--- src/rtl/fifo_rd_streamer_pkg.sv ---
`default_nettype none
// ============================================================================
// Module      : fifo_rd_streamer_pkg
// Description : Shared constants, types and helpers for the FIFO read-side
//               streamer and its skid buffer.
// Revision    : 1.0 - initial release
// ============================================================================
package fifo_rd_streamer_pkg;

    // Depth of the skid buffer and the width needed to count 0..SKID_DEPTH
    localparam int SKID_DEPTH = 2;
    localparam int LEVEL_W    = 2;

    // Supported FIFO read-data latencies
    localparam int RD_LAT_COMB = 0;   // combinational read of current address
    localparam int RD_LAT_REG  = 1;   // registered read, data one clock later

    typedef logic [LEVEL_W-1:0] level_t;

    // True when the read latency is one the streamer knows how to absorb
    function automatic bit rd_latency_legal(input int lat);
        return (lat == RD_LAT_COMB) || (lat == RD_LAT_REG);
    endfunction

endpackage
`default_nettype wire

--- src/rtl/fifo_rd_streamer_skid.sv ---
`default_nettype none
// ============================================================================
// Module      : skid_buf2
// Description : Two-entry ordered register buffer. Head entry is presented on
//               o_data; simultaneous push and pop are both honoured.
// Revision    : 1.0 - initial release
// ============================================================================
module skid_buf2
    import fifo_rd_streamer_pkg::*;
#(
    parameter int WIDTH = 8
) (
    input  logic             i_clk,
    input  logic             i_rst,
    input  logic             i_push,
    input  logic             i_pop,
    input  logic             i_flush,
    input  logic [WIDTH-1:0] i_data,
    output level_t           o_level,
    output logic [WIDTH-1:0] o_data,
    output logic             o_valid
);

    logic [WIDTH-1:0] head_q, head_d;
    logic [WIDTH-1:0] tail_q, tail_d;
    level_t           level_q, level_d;
    logic             w_pop;

    // A pop against an empty buffer has nothing to remove
    assign w_pop = i_pop & (level_q != 2'd0);

    // Next-state: flush empties, otherwise shift/fill according to push/pop
    always_comb begin
        head_d  = head_q;
        tail_d  = tail_q;
        level_d = level_q;
        if (i_flush) begin
            level_d = 2'd0;
        end else begin
            case ({i_push, w_pop})
                2'b10: begin
                    if (level_q == 2'd0) begin
                        head_d  = i_data;
                        level_d = 2'd1;
                    end else if (level_q == 2'd1) begin
                        tail_d  = i_data;
                        level_d = 2'd2;
                    end
                end
                2'b01: begin
                    if (level_q == 2'd2) begin
                        head_d  = tail_q;
                        level_d = 2'd1;
                    end else begin
                        level_d = 2'd0;
                    end
                end
                2'b11: begin
                    // Level unchanged; at level 2 the tail moves up to head
                    if (level_q == 2'd2) begin
                        head_d = tail_q;
                        tail_d = i_data;
                    end else begin
                        head_d = i_data;
                    end
                end
                default: ;
            endcase
        end
    end

    // State registers
    always_ff @(posedge i_clk) begin
        if (i_rst) begin
            head_q  <= '0;
            tail_q  <= '0;
            level_q <= 2'd0;
        end else begin
            head_q  <= head_d;
            tail_q  <= tail_d;
            level_q <= level_d;
        end
    end

    assign o_level = level_q;
    assign o_data  = head_q;
    assign o_valid = (level_q != 2'd0);

    // The credit logic upstream must never push into a full buffer
    a_no_overflow: assert property (@(posedge i_clk) disable iff (i_rst)
        !(i_push && !w_pop && !i_flush && (level_q == 2'd2)));

endmodule
`default_nettype wire

--- src/rtl/fifo_rd_streamer.sv ---
`default_nettype none
// ============================================================================
// Module      : fifo_rd_streamer
// Description : Read-domain client of the dual-clock sample FIFO. Issues pops
//               against skid-buffer credit, absorbs the FIFO read latency and
//               streams samples out as valid/ready at one sample per clock.
// Revision    : 1.0 - initial release
// ============================================================================
module fifo_rd_streamer
    import fifo_rd_streamer_pkg::*;
#(
    parameter int WIDTH      = 8,
    parameter int RD_LATENCY = 1,
    parameter int CNT_W      = 16
) (
    input  logic             i_clk,
    input  logic             i_rst,
    input  logic             i_rd_empty,
    output logic             o_rd_inc,
    input  logic [WIDTH-1:0] i_rd_data,
    input  logic             i_flush,
    output logic             o_valid,
    input  logic             i_ready,
    output logic [WIDTH-1:0] o_data,
    output logic [1:0]       o_level,
    output logic [CNT_W-1:0] o_sample_cnt
);

    // Reject unsupported read latencies at elaboration
    if (!rd_latency_legal(RD_LATENCY)) begin : g_bad_rd_latency
        $error("fifo_rd_streamer: RD_LATENCY must be 0 or 1");
    end

    level_t           w_level;
    logic             w_valid;
    logic             w_deq;
    logic             w_push;
    logic [2:0]       w_occ;
    logic             inflight_q, inflight_d;
    logic [CNT_W-1:0] cnt_q, cnt_d;

    // A sample leaves when the FIR takes it; a flush cycle delivers nothing
    assign w_deq = w_valid & i_ready & ~i_flush;

    // Occupancy counts both buffered samples and pops still in flight
    assign w_occ = {1'b0, w_level} + {2'b00, inflight_q};

    // Pop only if the sample is guaranteed a slot, counting this cycle's deq
    assign o_rd_inc = ~i_rst & ~i_flush & ~i_rd_empty &
                      (w_occ < (3'd2 + {2'b00, w_deq}));

    if (RD_LATENCY == RD_LAT_COMB) begin : g_lat_comb
        // Read data is present in the pop cycle itself
        assign w_push     = o_rd_inc;
        assign inflight_d = 1'b0;
    end else begin : g_lat_reg
        // Read data arrives the clock after the pop
        assign w_push     = inflight_q;
        assign inflight_d = o_rd_inc;
    end

    // In-flight pop tracker
    always_ff @(posedge i_clk) begin
        if (i_rst) begin
            inflight_q <= 1'b0;
        end else begin
            inflight_q <= inflight_d;
        end
    end

    // Delivered-sample counter, wraps naturally
    always_comb begin
        cnt_d = cnt_q + CNT_W'(w_deq);
    end

    // Counter register
    always_ff @(posedge i_clk) begin
        if (i_rst) begin
            cnt_q <= '0;
        end else begin
            cnt_q <= cnt_d;
        end
    end

    skid_buf2 #(
        .WIDTH (WIDTH)
    ) u_skid (
        .i_clk   (i_clk),
        .i_rst   (i_rst),
        .i_push  (w_push),
        .i_pop   (w_deq),
        .i_flush (i_flush),
        .i_data  (i_rd_data),
        .o_level (w_level),
        .o_data  (o_data),
        .o_valid (w_valid)
    );

    assign o_valid      = w_valid;
    assign o_level      = w_level;
    assign o_sample_cnt = cnt_q;

endmodule
`default_nettype wire

--- config.mk ---
export PLATFORM = sky130hd
export DESIGN_NAME = fifo_rd_streamer
export DESIGN_NICKNAME = d
export VERILOG_FILES = /design/src/rtl/fifo_rd_streamer_pkg.sv /design/src/rtl/fifo_rd_streamer_skid.sv /design/src/rtl/fifo_rd_streamer.sv
export SDC_FILE = /design/constraint.sdc
export NUM_CORES = 1
export LEC_CHECK = 0
export BUFFER_PORTS_ARGS = -buffer_cell sky130_fd_sc_hd__buf_2
export CAP_MARGIN = 25
export CORE_AREA = 4 4 53 79
export CTS_CLUSTER_SIZE = 20
export DETAILED_ROUTE_END_ITERATION = 12
export DIE_AREA = 0 0 57 83
export PLACE_DENSITY = 0.74
export SKIP_CTS_REPAIR_TIMING = 1
export SYNTH_ARGS = -nofsm -noshare
export SYNTH_HDL_FRONTEND = slang
export SYNTH_SLANG_ARGS = --single-unit
--- constraint.sdc ---
create_clock -name i_clk -period 2.05 [get_ports i_clk]
set_input_delay 0.41 -clock i_clk [delete_from_list [all_inputs] [get_ports i_clk]]
set_output_delay 0.41 -clock i_clk [all_outputs]
set_load 0.01 [all_outputs]
==> results of run 1 <==
==> cell families (layout without fill, tap and decap cells) <==
logic type,Yosys count,in the layout,synth area share
and+or+nand+nor,71,71,0.227
DFF,35,35,0.440
AOI/OAI and AO/OA,21,21,0.107
muxes,19,19,0.120
xor gates and xnor gates,10,10,0.0550
buffers and inverters,7,60,0.0189
adders and majority gates,4,4,0.0314
==> how the worst max path moves through the flow <==
stage	slack, ps	start	end
6_report	30	u_skid.o_level[0]	o_rd_inc
5_1_grt	-10	u_skid.o_level[0]	o_rd_inc
4_1_cts	-30	u_skid.o_level[0]	o_rd_inc
3_5_place_dp	20	i_flush	o_sample_cnt[14]
3_3_place_gp	60	i_flush	o_sample_cnt[14]
2_1_floorplan	100	u_skid.o_level[0]	o_sample_cnt[14]
==> layout by cell type (no fill, tap or decap), drive strengths merged <==
master	n
mux2i	18
xor2	6
nand3	7
or4	1
nand4	3
or3b	1
clkbuf	5
a22oi	1
bufinv	1
nor4	2
and3	1
xnor2	4
a211oi	8
mux2	1
o32ai	1
or2	2
nand2	6
and2	2
inv	2
a41o	1
o21ai	3
buf	50
a21oi	6
or3	2
and4	2
a311oi	1
dfxtp	35
nor2	29
nand3b	1
ha	4
clkinv	2
nor2b	5
nor3	3
nand2b	4
==> cells in the mapped netlist (2+ instances only) <==
library cell and count:
sky130_fd_sc_hd__or3_1 2, sky130_fd_sc_hd__nand4_1 3, sky130_fd_sc_hd__inv_1 2, sky130_fd_sc_hd__xnor2_1 4, sky130_fd_sc_hd__a21oi_1 5, sky130_fd_sc_hd__a211oi_1 8
sky130_fd_sc_hd__buf_1 2, sky130_fd_sc_hd__xor2_1 6, sky130_fd_sc_hd__nor2b_1 5, sky130_fd_sc_hd__nor4_1 2, sky130_fd_sc_hd__dfxtp_1 35, sky130_fd_sc_hd__nor3_1 3
sky130_fd_sc_hd__mux2i_1 18, sky130_fd_sc_hd__and2_1 2, sky130_fd_sc_hd__nand2_1 6, sky130_fd_sc_hd__nand2b_1 4, sky130_fd_sc_hd__or2_2 2, sky130_fd_sc_hd__nand3_1 6
sky130_fd_sc_hd__ha_1 4, sky130_fd_sc_hd__nor2_1 29, sky130_fd_sc_hd__clkbuf_1 2, sky130_fd_sc_hd__o21ai_0 3, sky130_fd_sc_hd__and4_1 2
==> metrics by stage <==
stage          total power [W]  TNS, ps
6_report               0.00140        0
5_1_grt                0.00146    -9.90
4_1_cts                0.00142    -27.5
3_5_place_dp          0.000797        0
3_3_place_gp          0.000795        0
2_1_floorplan         0.000758        0
==> worst max-delay path, delay by kind of cell, from the launching register on <==
family                   cells  cell delay (ps)
buffers and inverters        1              130
adder cells (fa/ha/maj)      2              330
AO/OA/AOI/OAI                1              110
AND/OR/NAND/NOR              1              420
flip-flops                   1              330
==> power groups by stage <==
stage / Sequential [W] / Clock, W / Combinational [W]
after floorplan: 0.000715 / 0 / 0.0000427
after global placement: 0.000709 / 0 / 0.0000864
after detailed placement: 0.000709 / 0 / 0.0000874
after CTS: 0.000693 / 0.000637 / 0.0000881
after global routing: 0.000694 / 0.000666 / 0.0000990
final: 0.000693 / 0.000618 / 0.0000879
==> sequential cells by signal, summed over array words and instances (netlist names) <==
name            cells
u_skid.o_level      2
u_skid.o_data       8
u_skid.tail_q       8
o_sample_cnt       16
inflight_q          1
==> routing by layer <==
metal	vias up	GRT usage
met5	-	0
met4	0	0.0633
met3	6	0.0451
met2	26	0.249
met1	591	0.167
li1	694	-
==> final cells by class <==
cell class	count	area, um^2	share of cell area
Inverter	2	7.51	0.00369
Multi-Input combinational cell	125	881	0.433
Timing Repair Buffer	50	275	0.135
Clock buffer	5	68.8	0.0338
Sequential cell	35	703	0.346
Tap cell	43	53.8	0.0265
Clock inverter	3	43.8	0.0215
==> impl_metrics.toml, run 1 <==
[cts]
clock_latency_on_the_worst_skew_pair_ps = 290
clkSinkCount = 35
cts-buffers-inserted = 5
clockBufferDepth = 2
clock_tree_from_tritoncts = "done"
ctsRootBufferMaster = "sky130_fd_sc_hd__clkbuf_8"
htreeDepth = 2
clkTransAtPathRegs_ps = 80

[sta]
finalHoldViolCount = 0
fin_hold_ws_ps = 367
timing.final.ws_setup_ps = 31.1
timing.final.max_slew_violations = 0
max-slew-margin-rel = 0.606
timing.clock.skew_ps = 9.59
final-setup-viol-count = 0
worst_slew_pin_slew_ps = 591
post-route-min-period_ps = 2020
timing.final.crit_share = 0.985
rsz0062_at_grt = "true"
achievable-frequency_ghz = 0.495

[placed_design]
port_buffers = 40
dpl.cell_count = 255
dp_worst_setup_slack_ps = 16.1
gp_congestion = 0.776
detailedPlacementHpwl_um = 2330
placement.cell_area_um2 = 1900

[final_layout]
area_growth_pct = 27.8
post-route-util = 0.568
postLayoutCellArea_um2 = 2030
nets = 236
instances_no_fill = 263
post_route_cells_drive_above_1_share = 0.336
antennaDiodeCount = 0
fillers = 330

[synthesis]
synthDominantAreaCellType = "sky130_fd_sc_hd__dfxtp_1"
synthesis.area_per_instance_um2 = 9.53
ys_ff_latch = 35
synth-edff-count = 0
synth_nets = 184
syn-instance-count = 167
synthTopCellsByArea = "sky130_fd_sc_hd__dfxtp_1, sky130_fd_sc_hd__mux2i_1, sky130_fd_sc_hd__nor2_1"
synth_seq_area_share = 0.440
synth_top_flop_cell = "sky130_fd_sc_hd__dfxtp_1"
synth.distinct_cells = 35
yosys.area.top_type_share = 0.440
asyncSetResetFlopFracSynth = 0
ys_warn_count = 0
netlist_area_um2 = 1590

[pwr]
power.sequential.fraction = 0.496
power-per-cell-area_nw_per_um2 = 688
power.leakage_nw = 0.898
power.switching_w = 0.000309
cell_internal_pwr_w = 0.00109
clock_power_share = 0.442
worst_ir_drop_vdd_uv = 540
sw_frac_of_total = 0.221
power_frac_comb = 0.063

[global_routing]
grt_max_degree = 37
first_global_vias = 1304
number_of_antenna_violations_at_the_first_check_in_global_routing = 0
overflow = 0
grt_first_pass_wirelength_um = 5580
gr-usage-all-layers = 0.147

[routing]
met1Wirelength_um = 1340
wl_met2_um = 1590
wl_per_cell_um = 11.9
post_drt_via_cell_ratio = 5.01
routed_wl_um = 3140
drt_drc_violations_left = 0
vias = 1317
first_pass_iters = 4
drtIter0Drc = 37
ant_nets = 0
maxUsedRoutingLayer = "met4"
dr_wl_met3_um = 143

[worst_setup_path]
timing.rr.start = "u_skid.o_level[1]"
cp-start-kind = "register"
critical_path_required_ps = 1640
critPathCaptureType = "primary output"
setup.reg_to_reg.worst_slack_ps = 140
worst_case_reg_to_reg_path_depth = 9
crit_path_cell_trace = "ha_2 -> ha_2 -> or4_4 -> a21oi_2 -> buf_2"
timing.critical_path.slowest_stage_cell = "sky130_fd_sc_hd__or4_4"
critical_path.max_fanout = 3
cp_slowest_stage_delay_ps = 420
worst_path_most_repeated_cell = "sky130_fd_sc_hd__ha_2"
crit-reg2reg-capture = "o_sample_cnt[12]"
crit_type = "reg2out"
worst_ep_arrival_time_ps = 1610

[hold_path]
hold-path-endpoint = "u_skid.tail_q[2]"
whs_path_depth = 3
hold_start = "i_rd_data[2]"
hold_class = "in2reg"

[floorplan]
floorplan.die_area_um2 = 4730
start_util = 0.444
dieWidth_um = 57
die_h_um = 83
num_io_pins = 41
core.rowCount = 27
core_region_area_um2 = 3580

[flow_run]
max_cap_viol_count = 0

[run_status]
run_status = "complete, no violations"
Note: power is estimated with default switching activity, not from simulation.
==> inputs of run 2 (changes only) <==
==> constraint.sdc (replaced) <==
create_clock -name i_clk -period 1.65 [get_ports i_clk]
set_input_delay 0.33 -clock i_clk [delete_from_list [all_inputs] [get_ports i_clk]]
set_output_delay 0.33 -clock i_clk [all_outputs]
set_load 0.01 [all_outputs]
==> impl_metrics.toml, run 2 (synthesis gave the netlist of run 1 again) <==
[routing]
routed_wl_um = 3760
post_drt_via_cell_ratio = 5.36
drt_drc_violations_left = 0
wl_per_cell_um = 13.8
drtIter0Drc = 33
vias = 1463
first_pass_iters = 4
ant_nets = 0

[worst_setup_path]
critical_path_required_ps = 1320
critical_path.max_fanout = 2
crit_type = "reg2out"
timing.rr.start = "u_skid.o_level[0]"
crit-reg2reg-capture = "o_sample_cnt[13]"
worst_ep_arrival_time_ps = 1630
setup.reg_to_reg.worst_slack_ps = -160
worst_case_reg_to_reg_path_depth = 9
critPathCaptureType = "primary output"
cp-start-kind = "register"

[cts]
cts-buffers-inserted = 5
clkTransAtPathRegs_ps = 80
ctsRootBufferMaster = "sky130_fd_sc_hd__clkbuf_8"
htreeDepth = 2
clockBufferDepth = 2
clock_tree_from_tritoncts = "done"
clkSinkCount = 35
clock_latency_on_the_worst_skew_pair_ps = 280

[pwr]
worst_ir_drop_vdd_uv = 429
power.sequential.fraction = 0.543
power.switching_w = 0.000379
power.leakage_nw = 0.998
cell_internal_pwr_w = 0.00120
sw_frac_of_total = 0.240
power_frac_comb = 0.074
power.total_w = 0.00158
clock_power_share = 0.383
power-per-cell-area_nw_per_um2 = 697

[floorplan]
start_util = 0.444
core.rowCount = 27
core_region_area_um2 = 3580
die_h_um = 83
dieWidth_um = 57
num_io_pins = 41
floorplan.die_area_um2 = 4730

[global_routing]
overflow = 0
first_global_vias = 1417
gr-usage-all-layers = 0.158
grt_max_degree = 37
grt_first_pass_wirelength_um = 6040
number_of_antenna_violations_at_the_first_check_in_global_routing = 0

[final_layout]
nets = 246
layout_common_cells = "sky130_fd_sc_hd__buf_2, sky130_fd_sc_hd__dfxtp_1, sky130_fd_sc_hd__nor2_1"
antennaDiodeCount = 0
largest_register_ffs = 16
area_growth_pct = 42.5
post_route_cells_drive_above_1_share = 0.435
instances_no_fill = 273
layout_commonest_cell = "sky130_fd_sc_hd__buf_2"
fillers = 324

[hold_path]
hold-path-endpoint = "u_skid.tail_q[4]"
whs_path_depth = 3
hold_start = "i_rd_data[4]"
hold_class = "in2reg"

[run_status]
failed_checks = "negative setup slack"
run_status = "finished, violations left"

[sta]
timing.final.ws_setup_ps = -309
final-setup-viol-count = 12
worst_slew_pin_slew_ps = 416
achievable-frequency_ghz = 0.510
tns_ps = -1190
post-route-min-period_ps = 1960
rsz0062_at_grt = "true"
timing.final.crit_share = 1.19
max-slew-margin-rel = 0.722
finalHoldViolCount = 0
timing.final.max_slew_violations = 0
timing.clock.skew_ps = 5.47

[placed_design]
dpl.cell_count = 263
port_buffers = 40
gp_congestion = 0.811
detailedPlacementHpwl_um = 2610

[flow_run]
max_cap_viol_count = 0
==> run 2: changes by cell type in the layout (fill, tap and decap cells not counted), moves of 3 or more <==
| cell | previous run | this run |
|---|---|---|
| sky130_fd_sc_hd__nand2_1 | 6 | 3 |
| sky130_fd_sc_hd__buf_4 | 10 | 13 |
| sky130_fd_sc_hd__buf_6 | 0 | 5 |
| sky130_fd_sc_hd__nand3_2 | 1 | 4 |
| sky130_fd_sc_hd__nand3_1 | 6 | 3 |
==> run 2: final cells by class <==
| cell class | count | area, um^2 | area share |
|---|---|---|---|
| multi-input combinational | 125 | 1020 | 0.448 |
| inverter | 2 | 7.51 | 0.00331 |
| clock inverter | 3 | 18.8 | 0.00827 |
| timing repair buffer | 60 | 394 | 0.174 |
| tap | 43 | 53.8 | 0.0237 |
| clock buffer | 5 | 68.8 | 0.0303 |
| sequential | 35 | 708 | 0.312 |
==> run 2: routing by layer <==
metal / vias to the layer above / GRT usage / wire length [um] / part of all wire
met1: 700 / 0.174 / 1470 / 0.39
li1: 719 / - / - / -
met4: 0 / 0.0759 / 74 / 0.020
met2: 36 / 0.268 / 2010 / 0.53
met3: 8 / 0.0482 / 202 / 0.054
met5: - / 0 / 0 / 0
==> run 2: critical path, cell delays in order, from the launching register on <==
cell and delay (ps):
sky130_fd_sc_hd__dfxtp_4 340, sky130_fd_sc_hd__ha_2 180, sky130_fd_sc_hd__ha_2 160, sky130_fd_sc_hd__or4_4 420, sky130_fd_sc_hd__a21oi_2 110, sky130_fd_sc_hd__buf_2 140
==> run 2: metrics by stage <==
step                      area (um^2)  utilization  hold slack (ps)  setup slack, ps
after floorplan                  1640            -              399            -58.9
after global placement           2020        0.565              472             -190
after detailed placement         2020        0.565              484             -240
after CTS                        2110        0.589              296             -370
after global routing             2270        0.633              308             -380
final                            2270        0.633              299             -309
==> run 2: power groups by stage <==
stage               clock, W  combinational [W]  sequential (W)
finish              0.000605           0.000117        0.000859
global route        0.000665           0.000130        0.000860
CTS                 0.000622           0.000111        0.000859
detailed placement         0           0.000111        0.000879
global placement           0           0.000110        0.000878
floorplan                  0          0.0000542        0.000885
==> run 2: how the worst max path moves through the flow <==
stage               cells past startpoint         startpoint                to  slack (ps)
floorplan                               8  u_skid.o_level[0]  o_sample_cnt[14]         -60
global placement                        9            i_flush  o_sample_cnt[14]        -190
detailed placement                      9            i_flush  o_sample_cnt[14]        -240
CTS                                     5  u_skid.o_level[0]          o_rd_inc        -370
global route                            5  u_skid.o_level[0]          o_rd_inc        -380
finish                                  5  u_skid.o_level[0]          o_rd_inc        -310
==> inputs of run 3 (changes only) <==
--- a/config.mk
+++ b/config.mk
@@ -7,11 +7,13 @@
 export LEC_CHECK = 0
 export BUFFER_PORTS_ARGS = -buffer_cell sky130_fd_sc_hd__buf_2
 export CAP_MARGIN = 25
-export CORE_AREA = 4 4 53 79
+export CELL_PAD_IN_SITES_DETAIL_PLACEMENT = 0
+export CELL_PAD_IN_SITES_GLOBAL_PLACEMENT = 1
+export CORE_AREA = 4 4 61 90
 export CTS_CLUSTER_SIZE = 20
 export DETAILED_ROUTE_END_ITERATION = 12
-export DIE_AREA = 0 0 57 83
-export PLACE_DENSITY = 0.74
+export DIE_AREA = 0 0 65 94
+export PLACE_DENSITY_LB_ADDON = 0.15
 export SKIP_CTS_REPAIR_TIMING = 1
 export SYNTH_ARGS = -nofsm -noshare
 export SYNTH_HDL_FRONTEND = slang
==> impl_metrics.toml, run 3 (synthesis gave the netlist of run 1 again) <==
[placed_design]
port_buffers = 40
gp_congestion = 0.764
dpl.cell_count = 285
detailedPlacementHpwl_um = 2720

[cts]
clkSinkCount = 35
clock_tree_from_tritoncts = "done"
htreeDepth = 2
ctsRootBufferMaster = "sky130_fd_sc_hd__clkbuf_8"
clock_latency_on_the_worst_skew_pair_ps = 290
cts-buffers-inserted = 5
clkTransAtPathRegs_ps = 70
clockBufferDepth = 2

[floorplan]
core_region_area_um2 = 4770
floorplan.die_area_um2 = 6110
start_util = 0.334
num_io_pins = 41
dieWidth_um = 65
core.rowCount = 31
die_h_um = 94

[routing]
drtIter0Drc = 23
wl_per_cell_um = 12.6
routed_wl_um = 3730
vias = 1386
first_pass_iters = 3
drt_drc_violations_left = 0
post_drt_via_cell_ratio = 4.68
ant_nets = 0

[sta]
timing.clock.skew_ps = 7.49
rsz0062_at_grt = "true"
final-setup-viol-count = 8
timing.final.crit_share = 1.22
finalHoldViolCount = 0
fin_hold_ws_ps = 294
max-slew-margin-rel = 0.746
timing.final.max_slew_violations = 0
achievable-frequency_ghz = 0.497
post-route-min-period_ps = 2010
timing.final.ws_setup_ps = -361
worst_slew_pin_slew_ps = 381

[hold_path]
hold_class = "in2reg"
hold_start = "i_rd_data[3]"
whs_path_depth = 3
hold-path-endpoint = "u_skid.tail_q[3]"

[worst_setup_path]
worst_case_reg_to_reg_path_depth = 9
worst_ep_arrival_time_ps = 1680
cp-start-kind = "register"
critical_path.max_fanout = 2
critPathCaptureType = "primary output"
crit-reg2reg-capture = "o_sample_cnt[14]"
setup.reg_to_reg.worst_slack_ps = -180
timing.rr.start = "u_skid.o_level[0]"
critical_path_required_ps = 1320
crit_type = "reg2out"

[final_layout]
instances_no_fill = 296
area_growth_pct = 45.6
fillers = 477
layout_common_cells = "sky130_fd_sc_hd__buf_2, sky130_fd_sc_hd__dfxtp_1, sky130_fd_sc_hd__nor2_1"
post_route_cells_drive_above_1_share = 0.422
antennaDiodeCount = 0
largest_register_ffs = 16
regArea_um2 = 708
multi_input_area_um2 = 1010
nets = 246
layout_commonest_cell = "sky130_fd_sc_hd__buf_2"

[global_routing]
overflow = 0
number_of_antenna_violations_at_the_first_check_in_global_routing = 0
grt_max_degree = 37
grt_first_pass_wirelength_um = 6210
gr-usage-all-layers = 0.130
first_global_vias = 1358

[run_status]
run_status = "finished, violations left"
failed_checks = "negative setup slack"

[flow_run]
max_cap_viol_count = 0

[pwr]
power.total_w = 0.00178
power.leakage_nw = 1.02
worst_ir_drop_vdd_uv = 643
power-per-cell-area_nw_per_um2 = 768
run 3: layer usage:
layer	routed length [um]	up-vias	track usage
met5	0	-	0
li1	-	715	-
met4	42	0	0.0529
met3	203	5	0.0467
met1	1500	636	0.137
met2	1990	30	0.229
run 3: worst max-delay path by stage:
stage                       from                to  slack (ps)  cells past startpoint
3_3_place_gp             i_ready  o_sample_cnt[14]        -160                      9
2_1_floorplan  u_skid.o_level[0]  o_sample_cnt[14]         -60                      8
5_1_grt        u_skid.o_level[0]          o_rd_inc        -420                      5
3_5_place_dp             i_flush  o_sample_cnt[14]        -210                      9
6_report       u_skid.o_level[0]          o_rd_inc        -360                      5
4_1_cts        u_skid.o_level[0]          o_rd_inc        -410                      5
run 3: report_power, final:
part	internal, W	total, W	leakage (nW)	switching, W
sequential	0.000853	0.000859	0.284	0.00000600
combinational	0.0000562	0.000120	0.670	0.0000640
clock	0.000489	0.000799	0.0612	0.000310
total	0.00140	0.00178	1.02	0.000380
run 3: worst max-delay path: stages, from the launching register on:
cell                      delay [ps]
sky130_fd_sc_hd__dfxtp_4         360
sky130_fd_sc_hd__ha_4            160
sky130_fd_sc_hd__ha_4            140
sky130_fd_sc_hd__or4_4           480
sky130_fd_sc_hd__a21oi_2         120
sky130_fd_sc_hd__buf_2           140
run 3: stage by stage:
| step | setup TNS (ps) | cell area, um^2 | setup slack, ps | utilization |
|---|---|---|---|---|
| final | -1170 | 2320 | -361 | 0.486 |
| after floorplan | -236 | 1640 | -58.9 | - |
| after global placement | -903 | 2060 | -161 | 0.431 |
| after global routing | -2030 | 2320 | -421 | 0.486 |
| after detailed placement | -1400 | 2060 | -210 | 0.431 |
| after CTS | -716 | 2170 | -413 | 0.456 |
run 3: cell type report:
| cell class | instances | area share |
|---|---|---|
| clock buffers | 6 | 0.0356 |
| multi-input cells | 125 | 0.436 |
| well taps | 66 | 0.0356 |
| repair buffers | 60 | 0.168 |
| inverters | 2 | 0.00324 |
| flip-flops and latches | 35 | 0.306 |
| clock inverters | 2 | 0.0151 |
